$ cat src/rtl/fir_xifu_pkg.sv
// Shared XIFU types and defaults: instruction opcodes and datapath/scoreboard sizing.
package fir_xifu_pkg;

  localparam int unsigned XIFU_XLEN   = 32;
  localparam int unsigned XIFU_NUM_ID = 4;

  typedef enum logic [1:0] {
    INVALID  = 2'd0,
    XFIRLW   = 2'd1,
    XFIRSW   = 2'd2,
    XFIRDOTP = 2'd3
  } instr_t;

  // Loads and stores both wait on a memory response before they can retire.
  function automatic logic is_mem_op(input instr_t instr);
    return (instr == XFIRLW) || (instr == XFIRSW);
  endfunction

endpackage

$ cat src/rtl/fir_xifu_wb_fifo.sv
// Memory-result FIFO, DEPTH entries, one-cycle write-to-read; full push with pop is accepted.
// Full push without pop drops data and raises a sticky overflow flag; flush empties but keeps the flag.
module fir_xifu_wb_fifo #(
  parameter int unsigned XLEN  = 32,
  parameter int unsigned DEPTH = 2
) (
  input  logic            clk_i,
  input  logic            rst_ni,
  input  logic            push_i,
  input  logic            pop_i,
  input  logic            flush_i,
  input  logic [XLEN-1:0] data_i,
  output logic [XLEN-1:0] head_o,
  output logic            empty_o,
  output logic            full_o,
  output logic            ovf_o
);

  localparam int unsigned PTR_W = (DEPTH > 1) ? $clog2(DEPTH) : 1;
  localparam int unsigned CNT_W = $clog2(DEPTH + 1);

  logic [XLEN-1:0]  mem_q [DEPTH];
  logic [PTR_W-1:0] wr_ptr_q, rd_ptr_q;
  logic [CNT_W-1:0] cnt_q;
  logic             ovf_q;
  logic             do_push, do_pop, overflow;

  function automatic logic [PTR_W-1:0] next_ptr(input logic [PTR_W-1:0] ptr);
    return (ptr == PTR_W'(DEPTH - 1)) ? '0 : ptr + PTR_W'(1);
  endfunction

  assign empty_o  = (cnt_q == '0);
  assign full_o   = (cnt_q == CNT_W'(DEPTH));
  assign do_pop   = pop_i & ~empty_o;
  assign do_push  = push_i & (~full_o | do_pop);
  assign overflow = push_i & full_o & ~do_pop & ~flush_i;
  assign head_o   = mem_q[rd_ptr_q];
  assign ovf_o    = ovf_q;

  always_ff @(posedge clk_i or negedge rst_ni) begin
    if (!rst_ni) begin
      wr_ptr_q <= '0;
      rd_ptr_q <= '0;
      cnt_q    <= '0;
      ovf_q    <= 1'b0;
    end else begin
      ovf_q <= ovf_q | overflow;
      if (flush_i) begin
        wr_ptr_q <= '0;
        rd_ptr_q <= '0;
        cnt_q    <= '0;
      end else begin
        if (do_push) wr_ptr_q <= next_ptr(wr_ptr_q);
        if (do_pop)  rd_ptr_q <= next_ptr(rd_ptr_q);
        if (do_push && !do_pop)      cnt_q <= cnt_q + CNT_W'(1);
        else if (do_pop && !do_push) cnt_q <= cnt_q - CNT_W'(1);
      end
    end
  end

  // Storage needs no reset: occupancy alone decides what is valid.
  always_ff @(posedge clk_i) begin
    if (do_push && !flush_i) mem_q[wr_ptr_q] <= data_i;
  end

endmodule

$ cat src/rtl/fir_xifu_wb_buf.sv
// XIFU writeback buffer: one held instruction retires >=1 cycle after EX accept once committed (and memory data present).
// ready_o drops while an unretired instruction is held; forwarding outputs exist only with FIR_XIFU_WB_FWD_EN.
module fir_xifu_wb_buf
  import fir_xifu_pkg::*;
#(
  parameter int unsigned XLEN   = XIFU_XLEN,
  parameter int unsigned NUM_ID = XIFU_NUM_ID,
  parameter int unsigned DEPTH  = 2,
  localparam int unsigned ID_W  = (NUM_ID > 1) ? $clog2(NUM_ID) : 1
) (
  input  logic              clk_i,
  input  logic              rst_ni,
  input  logic              ex_valid_i,
  input  instr_t            ex_instr_i,
  input  logic [ID_W-1:0]   ex_id_i,
  input  logic [4:0]        ex_rd_i,
  input  logic [4:0]        ex_rs1_i,
  input  logic [XLEN-1:0]   ex_result_i,
  output logic              ready_o,
  input  logic              mem_valid_i,
  input  logic [XLEN-1:0]   mem_rdata_i,
  input  logic [NUM_ID-1:0] issue_i,
  input  logic [NUM_ID-1:0] commit_i,
  input  logic [NUM_ID-1:0] kill_i,
  output logic [NUM_ID-1:0] clear_o,
  output logic              result_valid_o,
  input  logic              result_ready_i,
  output logic [ID_W-1:0]   result_id_o,
  output logic [XLEN-1:0]   result_data_o,
  output logic [4:0]        result_rd_o,
  output logic              result_we_o,
  output logic              rf_write_o,
  output logic [4:0]        rf_rd_o,
  output logic [XLEN-1:0]   rf_result_o,
  output logic              fwd_we_o,
  output logic [4:0]        fwd_rd_o,
  output logic [XLEN-1:0]   fwd_result_o,
  output logic              kill_o,
  output logic              ovf_o
);

  logic            valid_q;
  instr_t          instr_q;
  logic [ID_W-1:0] id_q;
  logic [4:0]      rd_q, rs1_q;
  logic [XLEN-1:0] result_q;

  logic            mem_op, dotp, retire, load, bypass;
  logic            fifo_push, fifo_pop, fifo_empty, fifo_full;
  logic [XLEN-1:0] fifo_head, mem_data;
  logic            unused_issue;

  // Retirement does not depend on issue state.
  assign unused_issue = ^issue_i;

  assign mem_op = is_mem_op(instr_q);
  assign dotp   = (instr_q == XFIRDOTP);
  assign kill_o = valid_q & kill_i[id_q];

  assign result_valid_o = valid_q & commit_i[id_q] & ~kill_i[id_q] &
                          (dotp | (mem_op & (~fifo_empty | mem_valid_i)));
  assign retire  = result_valid_o & result_ready_i;
  assign ready_o = ~valid_q | retire;
  assign load    = ex_valid_i & ready_o & (ex_instr_i != INVALID);

  // An empty FIFO means the retiring memory op takes this cycle's response directly.
  assign mem_data  = fifo_empty ? mem_rdata_i : fifo_head;
  assign bypass    = retire & mem_op & fifo_empty;
  assign fifo_push = mem_valid_i & ~bypass;
  assign fifo_pop  = retire & mem_op & ~fifo_empty;

  assign clear_o       = retire ? (NUM_ID'(1) << id_q) : '0;
  assign result_id_o   = id_q;
  assign result_data_o = result_q;
  assign result_rd_o   = rs1_q;
  assign result_we_o   = mem_op;

  assign rf_write_o = retire & ((instr_q == XFIRLW) | dotp);
  assign rf_rd_o    = rd_q;

  always_comb begin
    rf_result_o = '0;
    case (instr_q)
      XFIRDOTP: rf_result_o = result_q;
      XFIRLW:   rf_result_o = mem_data;
      default:  rf_result_o = '0;
    endcase
  end

`ifdef FIR_XIFU_WB_FWD_EN
  assign fwd_we_o     = result_valid_o & result_we_o;
  assign fwd_rd_o     = result_rd_o;
  assign fwd_result_o = result_data_o;
`else
  assign fwd_we_o     = 1'b0;
  assign fwd_rd_o     = '0;
  assign fwd_result_o = '0;
`endif

  always_ff @(posedge clk_i or negedge rst_ni) begin
    if (!rst_ni) begin
      valid_q  <= 1'b0;
      instr_q  <= INVALID;
      id_q     <= '0;
      rd_q     <= '0;
      rs1_q    <= '0;
      result_q <= '0;
    end else begin
      if (kill_o) begin
        valid_q <= 1'b0;
      end else if (load) begin
        valid_q  <= 1'b1;
        instr_q  <= ex_instr_i;
        id_q     <= ex_id_i;
        rd_q     <= ex_rd_i;
        rs1_q    <= ex_rs1_i;
        result_q <= ex_result_i;
      end else if (retire) begin
        valid_q <= 1'b0;
      end
    end
  end

  fir_xifu_wb_fifo #(
    .XLEN  (XLEN),
    .DEPTH (DEPTH)
  ) u_fifo (
    .clk_i   (clk_i),
    .rst_ni  (rst_ni),
    .push_i  (fifo_push),
    .pop_i   (fifo_pop),
    .flush_i (kill_o),
    .data_i  (mem_rdata_i),
    .head_o  (fifo_head),
    .empty_o (fifo_empty),
    .full_o  (fifo_full),
    .ovf_o   (ovf_o)
  );

  logic unused_full;
  assign unused_full = fifo_full;

endmodule

$ cat config.mk
export PLATFORM = sky130hd
export DESIGN_NAME = fir_xifu_wb_buf
export DESIGN_NICKNAME = d
export VERILOG_FILES = /design/src/rtl/fir_xifu_pkg.sv /design/src/rtl/fir_xifu_wb_fifo.sv /design/src/rtl/fir_xifu_wb_buf.sv
export SDC_FILE = /design/constraint.sdc
export NUM_CORES = 1
export LEC_CHECK = 0
export ABC_AREA = 1
export CAP_MARGIN = 10
export CORE_ASPECT_RATIO = 0.8
export CORE_MARGIN = 5
export CORE_UTILIZATION = 40
export DETAILED_ROUTE_END_ITERATION = 8
export GPL_TIMING_DRIVEN = 0
export HOLD_SLACK_MARGIN = 0.12
export PLACE_DENSITY = 0.74
export SLEW_MARGIN = 30
export SYNTH_ARGS = -nofsm -noshare
export SYNTH_HDL_FRONTEND = slang
export SYNTH_SLANG_ARGS = --single-unit
export TNS_END_PERCENT = 30
$ cat constraint.sdc
create_clock -name clk_i -period 5 [get_ports clk_i]
set_input_delay 1.5 -clock clk_i [delete_from_list [all_inputs] [get_ports clk_i]]
set_output_delay 1.5 -clock clk_i [all_outputs]
set_load 0.02 [all_outputs]
==> results of run 1 <==
[flip-flops by register name (all words and copies together), names as in the netlist]
| name | cells |
|---|---|
| instr_q | 2 |
| result_data_o | 32 |
| result_id_o | 2 |
| result_rd_o | 5 |
| rf_rd_o | 5 |
| u_fifo.cnt_q | 2 |
| u_fifo.mem_q | 64 |
| u_fifo.ovf_o | 1 |
| u_fifo.rd_ptr_q | 1 |
| u_fifo.wr_ptr_q | 1 |
| valid_q | 1 |
[cell usage after synthesis]
| cell | n | share of area |
|---|---|---|
| buf_2 | 4 | 0.0035 |
| inv_4 | 1 | 0.0011 |
| clkbuf_1 | 18 | 0.012 |
| nor3_1 | 5 | 0.0044 |
| nand3_4 | 1 | 0.0031 |
| a21oi_1 | 47 | 0.041 |
| buf_4 | 38 | 0.050 |
| nand2_1 | 170 | 0.11 |
| dfrtp_1 | 52 | 0.23 |
| edfxtp_1 | 64 | 0.34 |
| clkinv_1 | 1 | 0.00065 |
| buf_1 | 2 | 0.0013 |
| nand2_2 | 10 | 0.011 |
| o211ai_4 | 1 | 0.0037 |
| nand4_1 | 2 | 0.0022 |
| buf_6 | 9 | 0.018 |
| nand2_4 | 1 | 0.0020 |
| o21bai_1 | 1 | 0.0013 |
| nand3b_1 | 1 | 0.0013 |
| inv_1 | 57 | 0.037 |
| o21ai_1 | 10 | 0.0087 |
| nand3_1 | 9 | 0.0079 |
| o21ai_0 | 60 | 0.052 |
| nor2_1 | 12 | 0.0079 |
| ha_1 | 2 | 0.0044 |
| o21ai_2 | 30 | 0.046 |
| nor2_2 | 2 | 0.0022 |
| conb_1 | 1 | 0.00065 |
| inv_2 | 1 | 0.00065 |
| nor2_4 | 1 | 0.0020 |
[area by class of cell]
type | count | share of cell area
Clock inverter | 10 | 0.0130
Inverter | 60 | 0.0269
Multi-Input combinational cell | 403 | 0.229
Sequential cell | 116 | 0.380
Tap cell | 184 | 0.0272
Buffer | 71 | 0.0569
Clock buffer | 21 | 0.0520
Timing Repair Buffer | 179 | 0.214
[final timing paths]
path                            slack [ns]             endpoint      startpoint  cells after the start
worst max-delay path                  0.16           clear_o[0]     mem_valid_i                      8
worst min-delay path                  0.49       result_rd_o[2]  result_rd_o[2]                      2
worst max register to register        2.10  u_fifo.mem_q[1][21]      instr_q[0]                     12
worst min register to register        0.49       result_rd_o[2]  result_rd_o[2]                      2
max in group asynchronous             3.60    result_data_o[11]          rst_ni                      2
min in group asynchronous             0.93      u_fifo.cnt_q[0]          rst_ni                      1
[logic make-up (layout without fill, tap and decap cells)]
logic type | after synthesis | in the layout | synth area share
simple gates | 214 | 214 | 0.155
compound gates | 149 | 149 | 0.153
buf+inv | 131 | 341 | 0.124
flops | 116 | 116 | 0.563
fa+ha+maj | 2 | 2 | 0.00437
other cells | 1 | 38 | 0.000655
[critical path, stage by stage]
cell	delay (ns)
clkdlybuf4s50_1	0.55
inv_1	0.08
nand2_1	0.08
a21oi_1	0.07
nor2_2	0.14
nand3_4	0.13
nor3_1	0.16
clkdlybuf4s50_1	0.63
[power by group through the flow]
stage                     Sequential (mW)  Combinational (mW)  Clock, mW
after floorplan                      1.74                1.27          0
after global placement               1.56                2.59          0
after detailed placement             1.57                2.64          0
after CTS                            1.55                2.65       1.16
after global routing                 1.59                2.84       1.19
final                                1.56                2.63       1.14
[routing by layer]
metal | GRT usage | vias up
met5 | 0 | -
met4 | 0.0671 | 0
met3 | 0.0585 | 27
met2 | 0.337 | 208
met1 | 0.272 | 2296
li1 | - | 2403
[per-stage QoR]
step	std cells	worst slack, ns	hold WS (ns)	instance area [µm²]
6_report	1044	0.162	0.486	8470
5_1_grt	1044	0.0279	0.505	8470
4_1_cts	1044	0.146	0.487	8470
3_5_place_dp	1013	0.147	0.472	7920
3_3_place_gp	1010	-0.336	0.467	7860
2_1_floorplan	650	0.842	0.494	5870
==> run metrics, run 1 <==
Seq. cell area roughly 0.0032 mm²; Switching Power 2.19 mW; status completed; DR WL met3 1650 µm; die outline width roughly 140 µm; die area 0.0168 mm²; clk_skew 0.0108 ns; Synth Instances ~610; Post-Synthesis Cell Area between 0.005 and 0.006 mm²; footprint of the multi-input gates 0.00194 mm²; register area share after synthesis 0.563; final hold violation count 0; vias in the first global route 4695; CTS tree built; # diodes 0; Rel. slew slack 0.479; via count about 4900; top layer used by detailed routing met4; Initial Util 0.405; pin count of the biggest net entering global routing 46; total grt overflow 0; Avg WL per Cell around 17 µm; initial antenna violation count 0; first-pass GRT wire length between 20000 and 30000 µm; Filler Cell Count between 1000 and 1500; Flop pwr share 0.292; H-tree lvl count 4; I/O pins about 220; Die H about 120 µm; clock share of power 0.214; final setup TNS 0 ns; 1st-iter DRT viols ~400; hold buffers post-CTS 0; Core Area approximately 0.014 mm²; Worst Setup Start Kind input pin; Post-Route WL about 17000 µm; Post-Route Utilization 0.599; max cap viols 0; critical path class in -> out; Power Total about 5.3 mW; detailed-route vias per instance around 4.7; hold crit path type reg -> reg; total global-route track usage 0.208; M1 wire length around 7200 µm; internal power ~3.1 mW; CTS Root Cell clkbuf_16; Final setup violation count 0; DRC Markers 0; Nets between 900 and 1000; Max Buffers Root-to-Sink 2; WP data required 3.50 ns; P&R area growth vs syn 48.0%; fmax approximately 0.21 GHz; postcts setup bufs 0; Pre-antenna DRT Iters 6; number of port buffers 176; RSZ-0062 raised after global routing no; actual slew at the worst max-slew pin around 0.8 ns; number of synthesized register bits ~120; post-CTS sizing 0; Final Critical Period between 4 and 5 ns; Ys Warns 0; dpl hpwl ~13000 µm; Critical Path AT 3.34 ns; share of cells above drive strength 1 0.153; Leak about 3.7 nW; worst-path maximum fanout 7; CTS buffer count 17; average size of a mapped cell between 9 and 10 µm²; commonest non-fill, non-tap cell in the layout clkdlybuf4s50_1; sw frac 0.412; Antenna Nets Post-Route 0; clk_lat worst skew 0.40 ns; Peak VDD IR 368 µV; row count 39; Final period util 0.968; synth unique cells 30; clk sink count about 120; met2 routed WL between 8000 and 9000 µm; Power Density around 630 mW/mm²; Logic pwr share 0.493; Final GP Congestion between 0.8 and 0.9; final slew viol count 0; most frequent cells in the layout 174 x clkdlybuf4s50_1, 170 x nand2_1, 64 x edfxtp_1; endpoint class of the critical path output pin; clock transition at the registers of the reported paths ~0.05 ns
Power figures use the tool's default switching activity.
==> run 2: changes to the inputs <==
--- a/config.mk
+++ b/config.mk
@@ -6,7 +6,6 @@
 export NUM_CORES = 1
 export LEC_CHECK = 0
 export ABC_AREA = 1
-export CAP_MARGIN = 10
 export CORE_ASPECT_RATIO = 0.8
 export CORE_MARGIN = 5
 export CORE_UTILIZATION = 40
@@ -17,5 +16,6 @@
 export SLEW_MARGIN = 30
 export SYNTH_ARGS = -nofsm -noshare
 export SYNTH_HDL_FRONTEND = slang
+export SYNTH_HIERARCHICAL = 1
 export SYNTH_SLANG_ARGS = --single-unit
 export TNS_END_PERCENT = 30
==> run 2 against run 1 <==
Compared with the run above:
- final area is 1.4% higher
- via count is 0.34% lower
- non-clock buffer count is 3 higher
- flip-flop and latch count stayed put
- die area is 1.4% higher
- maximum frequency hardly changed
- worst setup slack better by 0.0034 ns
- synthesized area is 1.5% higher
- register-to-register slack worse by 0.34 ns
- global-route usage is 0.55 points lower
- worst hold slack worse by 0.017 ns
- critical path type unchanged
==> run metrics, run 2 <==
status completed; via count 4917; vias in the first global route 4723; Power Density 610 mW/mm²; CTS tree built; total grt overflow 0; detailed-route vias per instance roughly 4.6; clk_lat worst skew around 0.41 ns; die area between 0.015 and 0.02 mm²; max cap viols 0; Final period util 0.967; share of cells above drive strength 1 0.148; Logic pwr share 0.486; Antenna Nets Post-Route 0; final setup TNS 0 ns; Placed Cells a little over 1000; Post-Route WL ~17000 µm; Peak VDD IR roughly 280 µV; Switching Power roughly 2.1 mW; CTS Root Cell clkbuf_16; 1st-iter DRT viols a little under 300; Avg WL per Cell approximately 16 µm; CTS buffer count 17; most frequent cells in the layout 242 x nand2_1, 170 x clkdlybuf4s50_1, 67 x o21ai_0; endpoint class of the critical path output pin; commonest non-fill, non-tap cell in the layout nand2_1; Power Total roughly 5.2 mW; Post-Synthesis Cell Area 0.00581 mm²; Worst Setup Start Kind input pin; final slew viol count 0; Flop pwr share 0.302; fmax roughly 0.21 GHz; Final setup violation count 0; WP data required roughly 3.5 ns; Reg with most FFs u_fifo/mem_q; sw frac 0.403; fin cells 1069; Worst R2R Setup Slack 1.76 ns; die outline width around 140 µm; Largest register FFs 64; internal power ~3.1 mW; DRC Markers 0; pin count of the biggest net entering global routing 35; clock transition at the registers of the reported paths 0.05 ns; Die H 118 µm; Pre-antenna DRT Iters 5; Final GP Congestion 0.813; Min Hold Slack ~0.47 ns; final hold violation count 0; actual slew at the worst max-slew pin approximately 0.57 ns; first-pass GRT wire length ~26000 µm; clock share of power 0.212; critical path class in -> out; clk_skew 0.0125 ns; postcts setup bufs 0; Rel. slew slack 0.619; Synth Instances roughly 640; dpl hpwl around 13000 µm; average size of a mapped cell approximately 9.1 µm²; clk sink count between 100 and 150; number of port buffers approximately 180; RSZ-0062 raised after global routing no; I/O pins around 220; Final Critical Period slightly below 5 ns; Leak 3.81 nW; Critical Path AT between 3 and 4 ns; Max Buffers Root-to-Sink 2; Core Area between 0.01 and 0.015 mm²; H-tree lvl count 4; worst-path maximum fanout 8; total global-route track usage 0.202; row count 39; Nets 969; Ys Warns 6; hold crit path type reg -> reg; Initial Util 0.408; initial antenna violation count 0; # diodes 0; P&R area growth vs syn 47.7%
[run 2: cell types whose count changed in the layout (fill, tap and decap cells not counted), moves of 9 or more]
| cell | delta |
|---|---|
| o21ai_1 | -9 |
| nand3_2 | +21 |
| a21oi_1 | -43 |
| nand2_1 | +72 |
| nor2_1 | +22 |
| inv_1 | -43 |
| o21ai_2 | -30 |
| nand3_1 | +22 |
[run 2: worst paths after layout]
check / start / to / cells after the start
max: mem_valid_i / rf_write_o / 10
min: rf_rd_o[2] / rf_rd_o[2] / 2
max reg2reg: u_fifo/cnt_q[1] / u_fifo/mem_q[0][10] / 18
min reg2reg: rf_rd_o[2] / rf_rd_o[2] / 2
max in group asynchronous: rst_ni / result_data_o[6] / 2
min in group asynchronous: rst_ni / result_data_o[16] / 1
[run 2: metal layers]
| metal | up-vias | track usage | wire length [µm] |
|---|---|---|---|
| met3 | 15 | 0.0910 | 1940 |
| met2 | 195 | 0.300 | 7650 |
| met4 | 0 | 0.0536 | 206 |
| met5 | - | 0 | 0 |
| li1 | 2501 | - | - |
| met1 | 2206 | 0.268 | 7410 |
[run 2: worst max-delay path: stages]
cell and delay, ns:
clkdlybuf4s50_1 0.45, inv_1 0.05, nand2_1 0.05, nand2_1 0.04, nand2_1 0.06, nand2_1 0.08
nor2_4 0.15, nand3_4 0.16, a21oi_1 0.16, clkdlybuf4s50_1 0.62
[run 2: cell type report]
cell class | instances | area, µm²
Fill cell | 1246 | 5660
Sequential cell | 116 | 3220
Multi-Input combinational cell | 467 | 2160
Timing Repair Buffer | 179 | 1840
Clock buffer | 28 | 528
Buffer | 74 | 517
Tap cell | 184 | 230
Inverter | 17 | 66.3
Clock inverter | 4 | 20.0
[run 2: power by group through the flow]
stage	registers, mW	clock network (mW)	logic (mW)
floorplan	1.75	0	1.21
global placement	1.59	0	2.50
detailed placement	1.59	0	2.56
CTS	1.58	1.13	2.57
global route	1.62	1.17	2.76
finish	1.58	1.11	2.54
[run 2: repair_timing]
action / 4_1_cts / 5_1_grt
hold buffers: 0 / 0
gates resized for setup: 1 / 5
setup endpoints to repair: 1 / 5
[run 2: per-stage QoR]
stage / area [µm²] / utilization / setup slack, ns
2_1_floorplan: 5950 / - / 0.546
3_3_place_gp: 7950 / 0.558 / -0.920
3_5_place_dp: 8030 / 0.564 / -0.0597
4_1_cts: 8580 / 0.602 / 0.0206
5_1_grt: 8590 / 0.603 / 0.0294
6_report: 8590 / 0.603 / 0.165
==> run 3: changes to the inputs <==
--- a/config.mk
+++ b/config.mk
@@ -7,12 +7,12 @@
 export LEC_CHECK = 0
 export ABC_AREA = 1
 export CORE_ASPECT_RATIO = 0.8
-export CORE_MARGIN = 5
+export CORE_MARGIN = 1.5
 export CORE_UTILIZATION = 40
 export DETAILED_ROUTE_END_ITERATION = 8
 export GPL_TIMING_DRIVEN = 0
 export HOLD_SLACK_MARGIN = 0.12
-export PLACE_DENSITY = 0.74
+export PLACE_DENSITY = 0.77
 export SLEW_MARGIN = 30
 export SYNTH_ARGS = -nofsm -noshare
 export SYNTH_HDL_FRONTEND = slang
==> constraint.sdc (replaced) <==
create_clock -name clk_i -period 4.4 [get_ports clk_i]
set_input_delay 1.32 -clock clk_i [delete_from_list [all_inputs] [get_ports clk_i]]
set_output_delay 1.32 -clock clk_i [all_outputs]
set_load 0.02 [all_outputs]
==> run 3 against run 2 <==
Compared with the run above:
- core utilization decreased by 0.21 points
- clock-buffer cell count decreased by 3
- worst hold slack improved by 0.0017 ns
- worst setup slack got worse by 0.024 ns
- flip-flop and latch count unchanged
- via count increased by 2.0%
- global-route usage increased by 2.5 points
- sequential power increased by 15%
==> run metrics, run 3 (synthesis results as in run 2) <==
initial antenna violation count 0; clk_lat worst skew 0.41 ns; Final GP Congestion around 0.83; Largest register FFs 64; hold depth 2; slowest stage delay, CP 0.46 ns; Antenna Nets Post-Route 0; P&R area growth vs syn 47.2%; Final period util 0.968; met2 routed WL between 7000 and 8000 µm; endpoint class of the critical path output pin; pin count of the biggest net entering global routing 47; Min Hold Slack ~0.47 ns; Seq. cell area 0.00322 mm²; I/O pins 219; CP Launch Point mem_valid_i; die area roughly 0.015 mm²; Worst R2R Setup Slack roughly 1.1 ns; dpl hpwl around 12000 µm; M1 wire length between 7000 and 8000 µm; first-pass GRT wire length ~26000 µm; clk_skew about 0.01 ns; Nets a little under 1000; critical path class in -> out; DR WL met3 between 1500 and 2000 µm; CTS buffer count 17; Rel. slew slack 0.561; Reg2Reg Depth 18; actual slew at the worst max-slew pin about 0.66 ns; Peak VDD IR about 480 µV; hold crit path type reg -> reg; Max Buffers Root-to-Sink 2; capturing point of the worst reg2reg path u_fifo/mem_q[0][10]; crit-path most repeated cell nand2_1; Pre-antenna DRT Iters 4; vias in the first global route approximately 4800; total grt overflow 0; RSZ-0062 raised after global routing no; final instance area approximately 0.0086 mm²; hold buffers post-CTS 0; Worst Setup Start Kind input pin; fmax between 0.2 and 0.25 GHz; most frequent cells in the layout 242 x nand2_1, 168 x clkdlybuf4s50_1, 67 x o21ai_0; postcts setup bufs 0; max cap viols 0; Avg WL per Cell ~16 µm; DRC Markers 0; H-tree lvl count 4; Critical Path AT about 2.9 ns; footprint of the multi-input gates ~0.0022 mm²; Post-Route WL around 17000 µm; Placed Area 0.00802 mm²; 1st-iter DRT viols 267; crit path to clear_o[0]; die outline width between 100 and 150 µm; worst-path maximum fanout 8; Worst R2R Start u_fifo/cnt_q[1]; CTS Root Cell clkbuf_16; row count 39; Reg with most FFs u_fifo/mem_q; Initial Util 0.408; final slew viol count 0; total global-route track usage 0.227; status completed; Core Area between 0.01 and 0.015 mm²; WP data required 3.08 ns; Power Density between 600 and 700 mW/mm²; # diodes 0; clock transition at the registers of the reported paths around 0.05 ns; top layer used by detailed routing met4; Final Critical Period about 4.3 ns; Worst path slowest cell clkdlybuf4s50_1; Filler Cell Count between 1000 and 1500; CP Cell Sequence clkdlybuf4s50_1, inv_1, nand2_1, nand2_1, nand2_1, nand2_1, nor2_4, nand3_4, nor3_1, clkdlybuf4s15_1; CTS tree built; clk sink count 116; Die H ~110 µm; via count 5015; commonest non-fill, non-tap cell in the layout nand2_1; Leak ~3.8 nW; final hold violation count 0; detailed-route vias per instance around 4.7; Final setup violation count 0; number of port buffers ~180; share of cells above drive strength 1 0.145; post-CTS sizing 10
-- run 3: per-layer routing --
layer / up-vias / global-route usage
met3: 11 / 0.0828
met5: - / 0
met4: 0 / 0.0618
li1: 2494 / -
met1: 2309 / 0.300
met2: 201 / 0.351
-- run 3: layout make-up --
class                   count  share of cell area
plain buffers              73              0.0598
multi-input cells         467               0.253
flip-flops and latches    116               0.377
repair buffers            179               0.212
clock inverters             7             0.00950
clock buffers              25              0.0544
well taps                 184              0.0269
inverters                  17             0.00775
-- run 3: worst min path at each step --
stage	start	slack, ns	endpoint
global placement	rf_rd_o[3]	0.45	rf_rd_o[3]
detailed placement	rf_rd_o[3]	0.46	rf_rd_o[3]
CTS	rf_rd_o[3]	0.47	rf_rd_o[3]
floorplan	u_fifo/wr_ptr_q	0.46	u_fifo/wr_ptr_q
global route	rf_rd_o[3]	0.49	rf_rd_o[3]
finish	result_rd_o[0]	0.47	result_rd_o[0]
-- run 3: worst max-delay path: cells and delay by family --
family	cells	cell delay, ns
simple gates	7	0.78
buf+inv	3	0.84
-- run 3: power breakdown --
group	switching [mW]	leakage, nW	internal, mW
combinational	1.68	2.25	1.18
clock	0.447	0.266	0.838
sequential	0.262	1.24	1.54
-- run 3: stage by stage --
stage / util / total power, mW / setup TNS (ns) / worst slack (ns) / cells
after global placement: 0.558 / 4.63 / -78.67 / -1.30 / 1034
final: 0.601 / 5.95 / 0 / 0.141 / 1068
after detailed placement: 0.563 / 4.69 / -1.14 / -0.327 / 1037
after floorplan: - / 3.36 / 0 / 0.126 / 674
after global routing: 0.601 / 6.30 / 0 / 0.0130 / 1068
after CTS: 0.601 / 6.00 / 0 / 0.00780 / 1069
